<file path="config.mk">
export PLATFORM = sky130hd
export DESIGN_NAME = cd4028_driver
export DESIGN_NICKNAME = d
export VERILOG_FILES = /design/src/rtl/cd4028_driver.sv
export SDC_FILE = /design/constraint.sdc
export NUM_CORES = 1
export LEC_CHECK = 0
export CAP_MARGIN = 25
export CELL_PAD_IN_SITES_DETAIL_PLACEMENT = 0
export CELL_PAD_IN_SITES_GLOBAL_PLACEMENT = 1
export CORE_MARGIN = 4
export CORE_UTILIZATION = 34
export CTS_CLUSTER_SIZE = 14
export DETAILED_ROUTE_END_ITERATION = 8
export GPL_TIMING_DRIVEN = 0
export MAX_ROUTING_LAYER = met4
export PLACE_DENSITY = 0.8
export SKIP_LAST_GASP = 1
export SYNTH_ARGS = -nofsm -noshare
export SYNTH_HDL_FRONTEND = slang
export SYNTH_SLANG_ARGS = --single-unit
</file>
<file path="constraint.sdc">
create_clock -name clk -period 1.9 [get_ports clk]
set_input_delay 0.19 -clock clk [delete_from_list [all_inputs] [get_ports clk]]
set_output_delay 0.19 -clock clk [all_outputs]
set_load 0.01 [all_outputs]
</file>
<file path="src/rtl/cd4028_driver.sv">
// Registered BCD-to-decimal one-hot decoder with valid/ready intake,
// timed output hold and an all-low break-before-make gap.
module cd4028_driver #(
  parameter int HOLD_CYCLES = 4,
  parameter int GAP_CYCLES  = 1
) (
  input  logic       clk,
  input  logic       rst,
  input  logic       i_valid,
  input  logic [3:0] i,
  output logic       i_ready,
  output logic [9:0] o,
  output logic       o_busy,
  output logic       o_err
);

  localparam int MAX_HG = (HOLD_CYCLES > GAP_CYCLES) ? HOLD_CYCLES : GAP_CYCLES;
  localparam int MAX_C  = (MAX_HG > 2) ? MAX_HG : 2;
  localparam int CW     = $clog2(MAX_C);

  typedef enum logic [1:0] {
    S_IDLE  = 2'd0,
    S_DRIVE = 2'd1,
    S_GAP   = 2'd2
  } state_t;

  state_t        state_q, state_d;
  logic [CW-1:0] cnt_q, cnt_d;
  logic [9:0]    o_q, o_d;
  logic          busy_q, busy_d;
  logic          err_q, err_d;

  // next-state, counter and output decode
  always_comb begin
    state_d = state_q;
    cnt_d   = cnt_q;
    o_d     = o_q;
    err_d   = 1'b0;
    case (state_q)
      S_IDLE: begin
        o_d = 10'd0;
        if (i_valid) begin
          if (i <= 4'd9) begin
            state_d = S_DRIVE;
            o_d     = 10'd1 << i;
            cnt_d   = CW'(HOLD_CYCLES - 1);
          end else begin
            err_d = 1'b1;
          end
        end else begin
          state_d = S_IDLE;
        end
      end
      S_DRIVE: begin
        if (cnt_q == CW'(0)) begin
          o_d = 10'd0;
          if (GAP_CYCLES > 0) begin
            state_d = S_GAP;
            cnt_d   = CW'(GAP_CYCLES - 1);
          end else begin
            state_d = S_IDLE;
          end
        end else begin
          cnt_d = cnt_q - CW'(1);
        end
      end
      S_GAP: begin
        o_d = 10'd0;
        if (cnt_q == CW'(0)) begin
          state_d = S_IDLE;
        end else begin
          cnt_d = cnt_q - CW'(1);
        end
      end
      default: begin
        state_d = S_IDLE;
        o_d     = 10'd0;
        cnt_d   = '0;
      end
    endcase
    busy_d = (state_d != S_IDLE);
  end

  // state and output registers with synchronous reset
  always_ff @(posedge clk) begin
    if (rst) begin
      state_q <= S_IDLE;
      cnt_q   <= '0;
      o_q     <= 10'd0;
      busy_q  <= 1'b0;
      err_q   <= 1'b0;
    end else begin
      state_q <= state_d;
      cnt_q   <= cnt_d;
      o_q     <= o_d;
      busy_q  <= busy_d;
      err_q   <= err_d;
    end
  end

  assign i_ready = (state_q == S_IDLE) & ~rst;
  assign o       = o_q;
  assign o_busy  = busy_q;
  assign o_err   = err_q;

endmodule

</file>
======== Yosys cells after proc, flatten, opt, wreduce, memory -nomap -nowiden ========
Index checks and enable logic that the tools add are counted.
word-level totals
  register bits ........................... 16
  bits in read-only memories .............. 0
  input bits .............................. 7
  logic and storage cells ................. 38
  output and inout bits ................... 13
  memories kept ........................... 0
  bits in latches ......................... 0
  bits in writable memories ............... 0
operators by class
  magnitude comparators ................... 1
  muxes and demuxes ....................... 15
  bitwise gates (word level) .............. 4
  reduce and logical (&&, ||, !) cells .... 5
  add/sub/neg operators ................... 1
  shift-type cells ........................ 1
  div/mod/pow operators ................... 0
  $mul .................................... 0
  equality and inequality tests ........... 6
operators by type and width
  cell                    count
  $mux W10                3
  $pmux W10 S2            1
  $mux W2                 8
  $pmux W2 S3             2
  $shl A1 B4 Y10 const A  1
  $ne A2 B2 Y1 const B    4
  $le A4 B4 Y1 const B    1
  $logic_not A2 Y1        2
  $not A1 Y1              3
  $reduce_and A3 Y1       1
  $reduce_or A3 Y1        1
  $eq A2 B1 Y1 const B    1
  $eq A2 B2 Y1 const B    1
  $reduce_bool A2 Y1      1
  $sub A2 B1 Y2 const B   1
  $and A1 B1 Y1           1
  $mux W1                 1

======== Logic depth before layout (Yosys ltp) ========
Gate-level depths: netlist of the first run.
  depth after elaboration ................. 5
  mapped depth ............................ 5
  mapped depth without buffers ............ 5

======== Worst setup path before layout of the first run ========
Ideal clock, no wire load.
  path kind ............................... flip-flop to flip-flop
  from .................................... reg cnt_q[0]
  to ...................................... reg o_q[5], in the netlist o[5]
  arrival ................................. 1.323 ns
  path buffers ............................ 0
  cell stages (with the launch flop) ...... 6
  setup slack ............................. 0.517 ns
  library setup time ...................... 0.060 ns
  clock period less this slack ............ 1.383 ns
  data required time ...................... 1.840 ns
  cell sequence ........................... dfxtp_1 inv_1 ha_1 nor3b_2 and2_1 a32o_1
between the ends
  cells in the longest elaborated chain, start to end .. 2
ends and longest elaborated chain
  element                        line  source
  start: declaration             28    logic [CW-1:0] cnt_q, cnt_d;
  start signal: assignment       94    cnt_q <= cnt_d;
  $logic_not A2 Y1               55    if (cnt_q == CW'(0)) begin
  $ne A2 B2 Y1 (no source line)  -
  end signal: assignment         89    o_q <= 10'd0;
  end signal: assignment         95    o_q <= o_d;
  end: declaration               29    logic [9:0] o_q, o_d;
Every way passes these cells.
A chain may end at the register's enable or synchronous reset.

======== Worst setup path after layout of the first run ========
  from .................................... in rst
  to ...................................... out i_ready
between the ends
  cells in the longest elaborated chain, start to end .. 2
ends and longest elaborated chain
  element             line  source
  start: declaration  8     input logic rst,
  $not A1 Y1          101   assign i_ready = (state_q == S_IDLE) & ~rst;
  $and A1 B1 Y1       101
  end: declaration    11    output logic i_ready,
Every way passes these cells.

==> results of run 1 <==
## synthesized netlist by cell type (all sizes together)
master | number | area, um2
buf | 2 | 18.77
inv | 5 | 18.77
nor2b | 6 | 37.54
o21ai | 3 | 15.01
nor2 | 7 | 26.28
nand2 | 6 | 22.52
a32oi | 3 | 26.28
a32o | 3 | 32.53
a22o | 1 | 8.760
and2 | 1 | 6.260
a21oi | 5 | 25.02
ha | 3 | 37.54
nor4b | 1 | 23.77
a221oi | 2 | 17.52
a31oi | 1 | 6.260
dfxtp | 16 | 320.3
clkbuf | 1 | 3.750
nor3 | 2 | 10.01
nand4 | 2 | 12.51
nand4b | 1 | 8.760
a211oi | 1 | 7.510
nor3b | 5 | 58.80
mux2i | 1 | 10.01
## timing repair
action                                  4_1_cts  5_1_grt
endpoints found under the setup margin        1        1
pin swaps                                     0        0
buffers inserted                              0        0
resized for setup                             1        1
gates cloned                                  0        0
## how the worst min path moves through the flow
stage	startpoint	end	slack (ps)	depth (start not counted)
floorplan	rst	o_err	270	1
global placement	o[7]	o[7]	440	2
detailed placement	o[9]	o[9]	450	2
CTS	o[9]	o[9]	470	2
global route	o[8]	o[8]	500	2
finish	o[7]	o[7]	460	2
## state kept, by name, indices dropped and copies added, names as in the netlist
| register | flops |
|---|---|
| cnt_q | 2 |
| state_q | 2 |
| o | 10 |
| o_busy | 1 |
| o_err | 1 |
## where the power goes
group / leakage (nW) / switching [mW] / internal, mW
sequential: 0.130 / 0.0102 / 0.351
clock: 0.0210 / 0.108 / 0.117
combinational: 0.240 / 0.0762 / 0.0686
total: 0.391 / 0.195 / 0.536
## layout by cell type, fill, tap and decap left out
cell             count
dfxtp_1             16
a31oi_1              1
a21oi_1              5
nor2b_1              6
inv_1                5
nor3b_4              1
nand4_1              2
buf_6                1
o21ai_1              1
nand4b_1             1
a221oi_1             2
nor3b_1              2
a32o_1               1
a32o_2               2
clkbuf_4             3
clkdlybuf4s50_1     19
buf_2                1
mux2i_1              1
a211oi_1             1
nand2_1              6
buf_4                1
nor4b_4              1
and2_1               1
nor2_1               7
ha_1                 3
nor3_1               2
a32oi_1              3
o21ai_0              2
clkbuf_8             1
a22o_1               1
nor3b_2              2
## worst max-delay path, delay by kind of cell
family,cells,cell delay [ps]
buf+inv,3,1310
simple gates,1,140
## routing by layer
layer / track usage (%) / wire, um / part of all wire, % / vias up
met5: - / 0 / 0 / -
met4: 4.858 / 15 / 0.95 / 0
met3: 6.434 / 112 / 7.1 / 2
met2: 19.49 / 698 / 44 / 16
met1: 13.96 / 755 / 48 / 286
li1: - / - / - / 329
## layout make-up
class	count	area, um2	share of cell area, %
buffer	3	23.77	2.340
inverter	5	18.77	1.847
tap	27	33.78	3.325
sequential	16	320.3	31.53
clock buffer	4	36.28	3.571
multi-input combinational	54	392.9	38.67
timing repair buffer	19	190.2	18.72
## cells by family after synthesis
logic type / after synthesis / synth area share [%]
and+or+nand+nor: 31 / 27.36
AOI/OAI and AO/OA: 19 / 18.41
muxes: 1 / 1.327
buffers and inverters: 8 / 5.473
adders and majority gates: 3 / 4.976
DFF: 16 / 42.45
## per-stage QoR
step	hold WS, ps	utilization (%)	cell area [um2]	instances
2_1_floorplan	266.1	-	754.5	78
3_3_place_gp	442.2	47.92	978.4	124
3_5_place_dp	449.3	47.92	978.4	124
4_1_cts	466.7	49.75	1016	128
5_1_grt	504.0	49.75	1016	128
6_report	462.9	49.75	1016	128
==> results.sh, run 1 <==
export IMPL_clock_skew_ps=0.6945
export IMPL_cp_data_arrival_time_ps=1640
export IMPL_portBuffers=19
export IMPL_cts_hold_buf=0
export IMPL_postRouteAntennaNets=0
export IMPL_antenna_found_initial=0
export IMPL_cts_path_max_buffers=2
export IMPL_clock_root_buffer="clkbuf_4"
export IMPL_drive_gt1_share_pct=12.87
export IMPL_drt_wl_total_um=1581
export IMPL_drt_vias_per_instance=4.945
export IMPL_r2r_worst_path_cells=5
export IMPL_syn2layout_area_growth_pct=34.66
export IMPL_rsz0062_at_grt="false"
export IMPL_cp_end_kind="primary output"
export IMPL_clkSinkCount=16
export IMPL_cts_tree="done"
export IMPL_avgRoutedWirePerCell_um=12.35
export IMPL_fillCellCount=209
export IMPL_required_ps=1710
export IMPL_ys_types=28
export IMPL_place_gp_congestion=0.7164
export IMPL_dieHeight_um=55.11
export IMPL_vias=633
export IMPL_grt_max_degree=11
export IMPL_insertion_delay_ps=290
export IMPL_drt_pass1_iterations=4
export IMPL_dr_first_iter_drc_count=12
export IMPL_status="complete, no violations"
export IMPL_avgSynthCellArea_um2=9.673
export IMPL_reg2reg_slack_ps=270
export IMPL_hold_viol=0
export IMPL_power_density_mw_per_mm2=719.2
export IMPL_crit_type="in2out"
export IMPL_reg2reg_to="o[5]"
export IMPL_relSlewSlack_pct=64.81
export IMPL_dieArea_mm2=0.003037
export IMPL_drc=0
export IMPL_crit_path_cell_trace="clkdlybuf4s50_1, buf_2, nor3_1, clkdlybuf4s50_1"
export IMPL_clock_fmax_ghz=0.5467
export IMPL_syn_inst=78
export IMPL_core_rowCount=16
export IMPL_start_kind="input pin"
export IMPL_numCtsBuffers=3
export IMPL_pre_cts_ws_ps=-66.23
export IMPL_setup_viol=0
export IMPL_fin_nets=112
export IMPL_dp_hpwl_um=1207
export IMPL_critPathMaxStageDelay_ps=560
export IMPL_r2r_start="cnt_q[0]"
export IMPL_endpoint="i_ready"
export IMPL_period_needed_ps=1829
export IMPL_netlist_area_um2=754.5
export IMPL_diodes=0
export IMPL_cts_max_level=1
export IMPL_fin_total_pwr_mw=0.7307
export IMPL_crit_start="rst"
export IMPL_dieWidth_um=55.11
export IMPL_fin_setup_tns_ps=0
export IMPL_drv_cap=0
export IMPL_crit_fanout=10
export IMPL_leakage_nw=0.3908
export IMPL_grt_pass1_wl_um=2608
export IMPL_slew_viol_final=0
export IMPL_start_util_pct=36.95
export IMPL_clkSlewWorstSetupHoldPaths_ps=90
export IMPL_seq_area_frac_synth_pct=42.45
export IMPL_setup_ws_ps=70.76
export IMPL_synthesis_nets=88
export IMPL_crit_slowest_cell="clkdlybuf4s50_1"
export IMPL_hold_class="reg2reg"
export IMPL_grt_pass1_vias=604
export IMPL_ir_worst_vdd_uv=517.7
export IMPL_overflow=0
export IMPL_ios=20
export IMPL_ys_seq_elements=16
export IMPL_core_mm2=0.002042
export IMPL_cp_common_cell="clkdlybuf4s50_1"
export IMPL_ys_warn_count=0
export IMPL_grtUsageTotal_pct=12.67
export IMPL_fin_crit_sh_pct=96.28
export IMPL_worst_pin_slew_ps=525.6
Power figures use the tool's default switching activity.
==> run 2, diff against run 1 <==
--- a/config.mk
+++ b/config.mk
@@ -5,6 +5,7 @@
 export SDC_FILE = /design/constraint.sdc
 export NUM_CORES = 1
 export LEC_CHECK = 0
+export ABC_CLOCK_PERIOD_IN_PS = 1900
 export CAP_MARGIN = 25
 export CELL_PAD_IN_SITES_DETAIL_PLACEMENT = 0
 export CELL_PAD_IN_SITES_GLOBAL_PLACEMENT = 1
==> results of run 2 <==
Final layout, timing and power as in run 1 (identical DEF).
==> edit 1: new RTL, flow settings as in run 2 <==
The parameter `HOLD_CYCLES` goes from 4 to 8.
--- a/src/rtl/cd4028_driver.sv
+++ b/src/rtl/cd4028_driver.sv
@@ -1,7 +1,7 @@
 // Registered BCD-to-decimal one-hot decoder with valid/ready intake,
 // timed output hold and an all-low break-before-make gap.
 module cd4028_driver #(
-  parameter int HOLD_CYCLES = 4,
+  parameter int HOLD_CYCLES = 8,
   parameter int GAP_CYCLES  = 1
 ) (
   input  logic       clk,
Behaviour: not the same (a bounded check fails within 10 cycles, from zero or initial values and one cycle with rst high).
==> edit 1 against run 2 <==
  * Fmax rose by 9.1%
  * Worst hold slack worse by 0.26 ns
  * First-iteration DRC count increased by 17%
  * Wire length increased by 11%
  * Count of clock-buffer cells in the layout is the same
  * Area after synthesis is 6.6% higher
  * Final area increased by 1.6%
  * Setup slack improved by 0.15 ns
  * Sequential cell count is 1 higher
  * Critical path depth down 2
  * Total power is 4.4% higher
  * Largest power group unchanged
==> edit 1: results (changes against run 2) <==
min_path:
  holdCritPathClass: "in -> reg"  # was reg -> reg
logic_synthesis:
  ys.flop_type: "dfxtp_1"  # unchanged
  synth_commonest_cells: "dfxtp_1, nor2_1, nand2_1"  # was dfxtp_1, nor2_1, nand2_1, nor2b_1
  post-synth-top-count-cell: "dfxtp_1"  # unchanged
  synth_seq_area_share_pct: 42.3  # was 42.5%
  async_reset_ff_share_pct: 0  # unchanged
  synth_warnings: 0  # unchanged
  synth_cell_types: 34  # was 28
  synth_nets: 99  # was 88
  syn_inst: 90  # was 78
  synth-edff-count: 0  # unchanged
  yosys-top-cells-area: "dfxtp_1, nor2_1, a21oi_1"  # was dfxtp_1, ha_1, nor2b_1
finish:
  drive_above_1_share_pct: 10.0  # was 12.9%
  diodes: 0  # unchanged
  largest_reg_flops: 10  # unchanged
  fin_cells: 138  # was 128
  fill_cells: 236  # was 209
  fin_nets: 120  # was 112
clock_network:
  clockBufferDepth: 2  # unchanged
  cts.clk_slew.worst_paths_ns: 0.09  # about the same
  clk_latency_ns: 0.28
  cts_root_buf: "clkbuf_4"  # unchanged
  numCtsBuffers: 3  # unchanged
  post_cts_buffers: 0  # unchanged
  htree_num_levels: 1  # unchanged
setup_path:
  reg2reg_from: "cnt_q[0]$_SDFFE_PP0P_"  # unchanged
  rr_worst_depth: 7  # was 5
  endpoint: "i_ready"  # unchanged
  reg2reg_to: "o[0]$_SDFFE_PP0P_"  # was o[5]$_SDFFE_PP0P_
  arrival_ns: 1.49  # was 1.64 ns
  cp_max_fo: 12  # was 10
  worstSetupStartpoint: "state_q[0]$_SDFF_PP0_"  # was rst
  r2r_setup_slack_ns: 0.37  # was 0.27 ns
route:
  drt-initial-drc-count: 14  # was 12
  drt_first_pass_iters: 4  # unchanged
  wl_per_cell_um: 12.7  # was 12.4 um
  vias_per_cell: 5.22  # was 4.95
power:
  leakagePower_nw: 0.360  # was 0.391 nW
  ir_drop_uv: 385  # was 518 uV
placement:
  gp_congestion: 0.712  # was 0.716
  port-buffer-count: 17  # was 19
  dp_hpwl_mm: 1.33  # was 1.21 mm
global_route:
  grt_max_degree: 11  # unchanged
  track_usage_pct: 12.5  # was 12.7%
  grt_pass1_vias: 763  # was 604
  grt_pass1_wl_mm: 3.17  # was 2.61 mm
  antenna_found_initial: 0  # unchanged
outcome:
  outcome: "complete, no violations"  # unchanged
sta:
  worstMarginPinSlew_ns: 0.408  # was 0.526 ns
  fin_skew_ns: 0.00401  # was 0.000695 ns
  hold_slack_ns: 0.206  # was 0.463 ns
edit 1: worst min path at each step:
stage	start	end	cells after the start
finish	i[1]	o[6]$_SDFFE_PP0P_	3
global route	i[1]	o[6]$_SDFFE_PP0P_	3
CTS	i[1]	o[7]$_SDFFE_PP0P_	3
detailed placement	o[4]$_SDFFE_PP0P_	o[4]$_SDFFE_PP0P_	2
global placement	o[6]$_SDFFE_PP0P_	o[6]$_SDFFE_PP0P_	1
floorplan	i[0]	o[7]$_SDFFE_PP0P_	2
edit 1: routing by layer:
metal,vias to the layer above,wire [um],GRT usage (%)
li1,362,-,-
met1,340,836,15.5
met2,16,852,21.0
met3,2,55,2.07
met4,0,9,3.05
met5,-,0,-
edit 1: area by class of cell:
cell class | instances | area share [%]
multi-input cells | 64 | 41.2
inverters | 4 | 1.45
repair buffers | 17 | 16.5
clock buffers | 4 | 2.55
plain buffers | 4 | 1.94
flip-flops and latches | 17 | 33.0
well taps | 28 | 3.39
edit 1: repair_timing:
item / in CTS / in global routing
hold buffers: 0 / 0
resized for setup: 0 / 0
setup endpoints to repair: 0 / 1
edit 1: cells by family after synthesis:
logic type	Yosys count	share of synthesized area [%]
multiplexers	1	1.24
AND/OR/NAND/NOR	38	28.3
buffers and inverters	9	4.82
flip-flops	17	42.3
AO/OA/AOI/OAI	22	19.1
XOR/XNOR	1	1.09
adder cells (fa/ha/maj)	2	3.11
edit 1: power by group:
group / leakage, nW / total (mW) / switching (mW) / internal (mW)
clock network: 0.0150 / 0.182 / 0.101 / 0.0813
registers: 0.138 / 0.395 / 0.0185 / 0.377
logic: 0.206 / 0.185 / 0.103 / 0.0823
total: 0.360 / 0.763 / 0.222 / 0.540
edit 1: metrics by stage:
step                      utilization [%]  cell area, um2  setup WS (ns)
final                                46.2            1030          0.223
after global routing                 46.2            1030         0.0726
after CTS                            46.4            1040         0.0675
after detailed placement             45.2            1010          0.205
after global placement               45.2            1010          0.268
after floorplan                         -             805          0.597
edit 1: worst max-delay path, stage by stage (launching register included):
cell             delay [ns]
dfxtp_1                0.43
nor3_1                 0.22
clkdlybuf4s50_1        0.56
==> edit 2: new RTL, config.mk and constraints of run 2 <==
Made on the original files. Register the output `o_err` once more, cleared by the reset; this adds one clock of latency there. The other outputs are not delayed to match.
--- a/src/rtl/cd4028_driver.sv
+++ b/src/rtl/cd4028_driver.sv
@@ -101,7 +101,13 @@
   assign i_ready = (state_q == S_IDLE) & ~rst;
   assign o       = o_q;
   assign o_busy  = busy_q;
-  assign o_err   = err_q;
+  always_ff @(posedge clk) begin
+    if (rst) begin
+      o_err <= '0;
+    end else begin
+      o_err <= err_q;
+    end
+  end
 
 endmodule
 
Function: changed (a bounded check fails within 4 cycles, from zero or initial values and one cycle with rst high).
==> edit 2 against run 2 <==
  * Register-to-register slack improved by 0.02 ns
  * Sequential cell count grew 1
  * Total power fell by 2.7%
  * Utilization up 0.62 points
  * Area after synthesis shrank 0.33%
  * Combinational power down 8%
  * Critical path depth fell by 1
  * Final area is 0.25% higher
  * Count of clock-buffer cells in the layout decreased by 1
  * Wire length is 0.19% lower
  * Worst hold slack got worse by 0.014 ns
  * Setup slack gained 0.050 ns
==> edit 2: results (changes against run 2) <==
sta:
  worstMarginPinSlew_ns: 0.531  # was 0.526 ns
  hold_slack_ns: 0.449  # was 0.463 ns
power:
  power_density_nw_per_um2: 698  # was 719 nW/um2
  pg_clk_mw: 0.197  # was 0.225 mW
  power.total_mw: 0.711  # was 0.731 mW
  ir_drop_uv: 343  # was 518 uV
  p_sw_mw: 0.197  # was 0.195 mW
  pg_comb_mw: 0.133  # was 0.145 mW
min_path:
  min_to: "o[2]$_SDFFE_PP0P_"  # was o[7]$_SDFFE_PP0P_
  hp-start: "o[2]$_SDFFE_PP0P_"  # was o[7]$_SDFFE_PP0P_
logic_synthesis:
  synth_cell_types: 29  # was 28
  synth_commonest_cells: "dfxtp_1, nand2_1, o21ai_1"  # was dfxtp_1, nor2_1, nand2_1, nor2b_1
  yosys-top-cells-area: "dfxtp_1, nand2_1, ha_1"  # was dfxtp_1, ha_1, nor2b_1
  synth_seq_area_share_pct: 45.3  # was 42.5%
  synth_nets: 90  # was 88
placement:
  dpl_cell_area_um2: 976  # was 978 um2
  dp_hpwl_mm: 1.17  # was 1.21 mm
global_route:
  grt_pass1_vias: 609  # was 604
  track_usage_pct: 12.9  # was 12.7%
  grt_use_met1_pct: 16.2  # was 14.0%
finish:
  fin_nets: 114  # was 112
  drive_above_1_share_pct: 13.6  # was 12.9%
  fin_cells: 130  # was 128
  fill_cells: 200  # was 209
clock_network:
  post_cts_resized: 0  # was 1
setup_path:
  rr_worst_depth: 4  # was 5
  worstSetupStartpoint: "state_q[0]$_SDFF_PP0_"  # was rst
  reg2reg_from: "state_q[1]$_SDFF_PP0_"  # was cnt_q[0]$_SDFFE_PP0P_
  r2r_setup_slack_ns: 0.29  # was 0.27 ns
outcome:
  outcome: "complete, no violations"  # unchanged
-- edit 2: routing by layer --
metal | vias up | wire [um]
met5 | - | 0
met1 | 278 | 752
li1 | 329 | -
met2 | 20 | 686
met3 | 4 | 119
met4 | 0 | 21
-- edit 2: layout make-up --
class | count | area share [%]
multi-input combinational | 55 | 38.0
sequential | 17 | 33.4
timing repair buffer | 19 | 18.7
tap | 27 | 3.32
clock buffer | 3 | 2.21
buffer | 3 | 2.09
inverter | 5 | 1.84
clock inverter | 1 | 0.491
-- edit 2: cell families (layout without fill, tap and decap cells) --
logic type / after synthesis / in the layout / share of synthesized area (%)
AOI/OAI and AO/OA: 20 / 20 / 19.5
adders and majority gates: 3 / 3 / 4.99
buffers and inverters: 8 / 31 / 5.16
DFF: 17 / 17 / 45.3
muxes: 1 / 1 / 1.33
and+or+nand+nor: 31 / 31 / 23.8
-- edit 2: worst max-delay path: cells and delay by family, from the launching register on --
family / cells / cell delay (ns)
buf+inv: 2 / 0.76
simple gates: 1 / 0.22
flops: 1 / 0.32
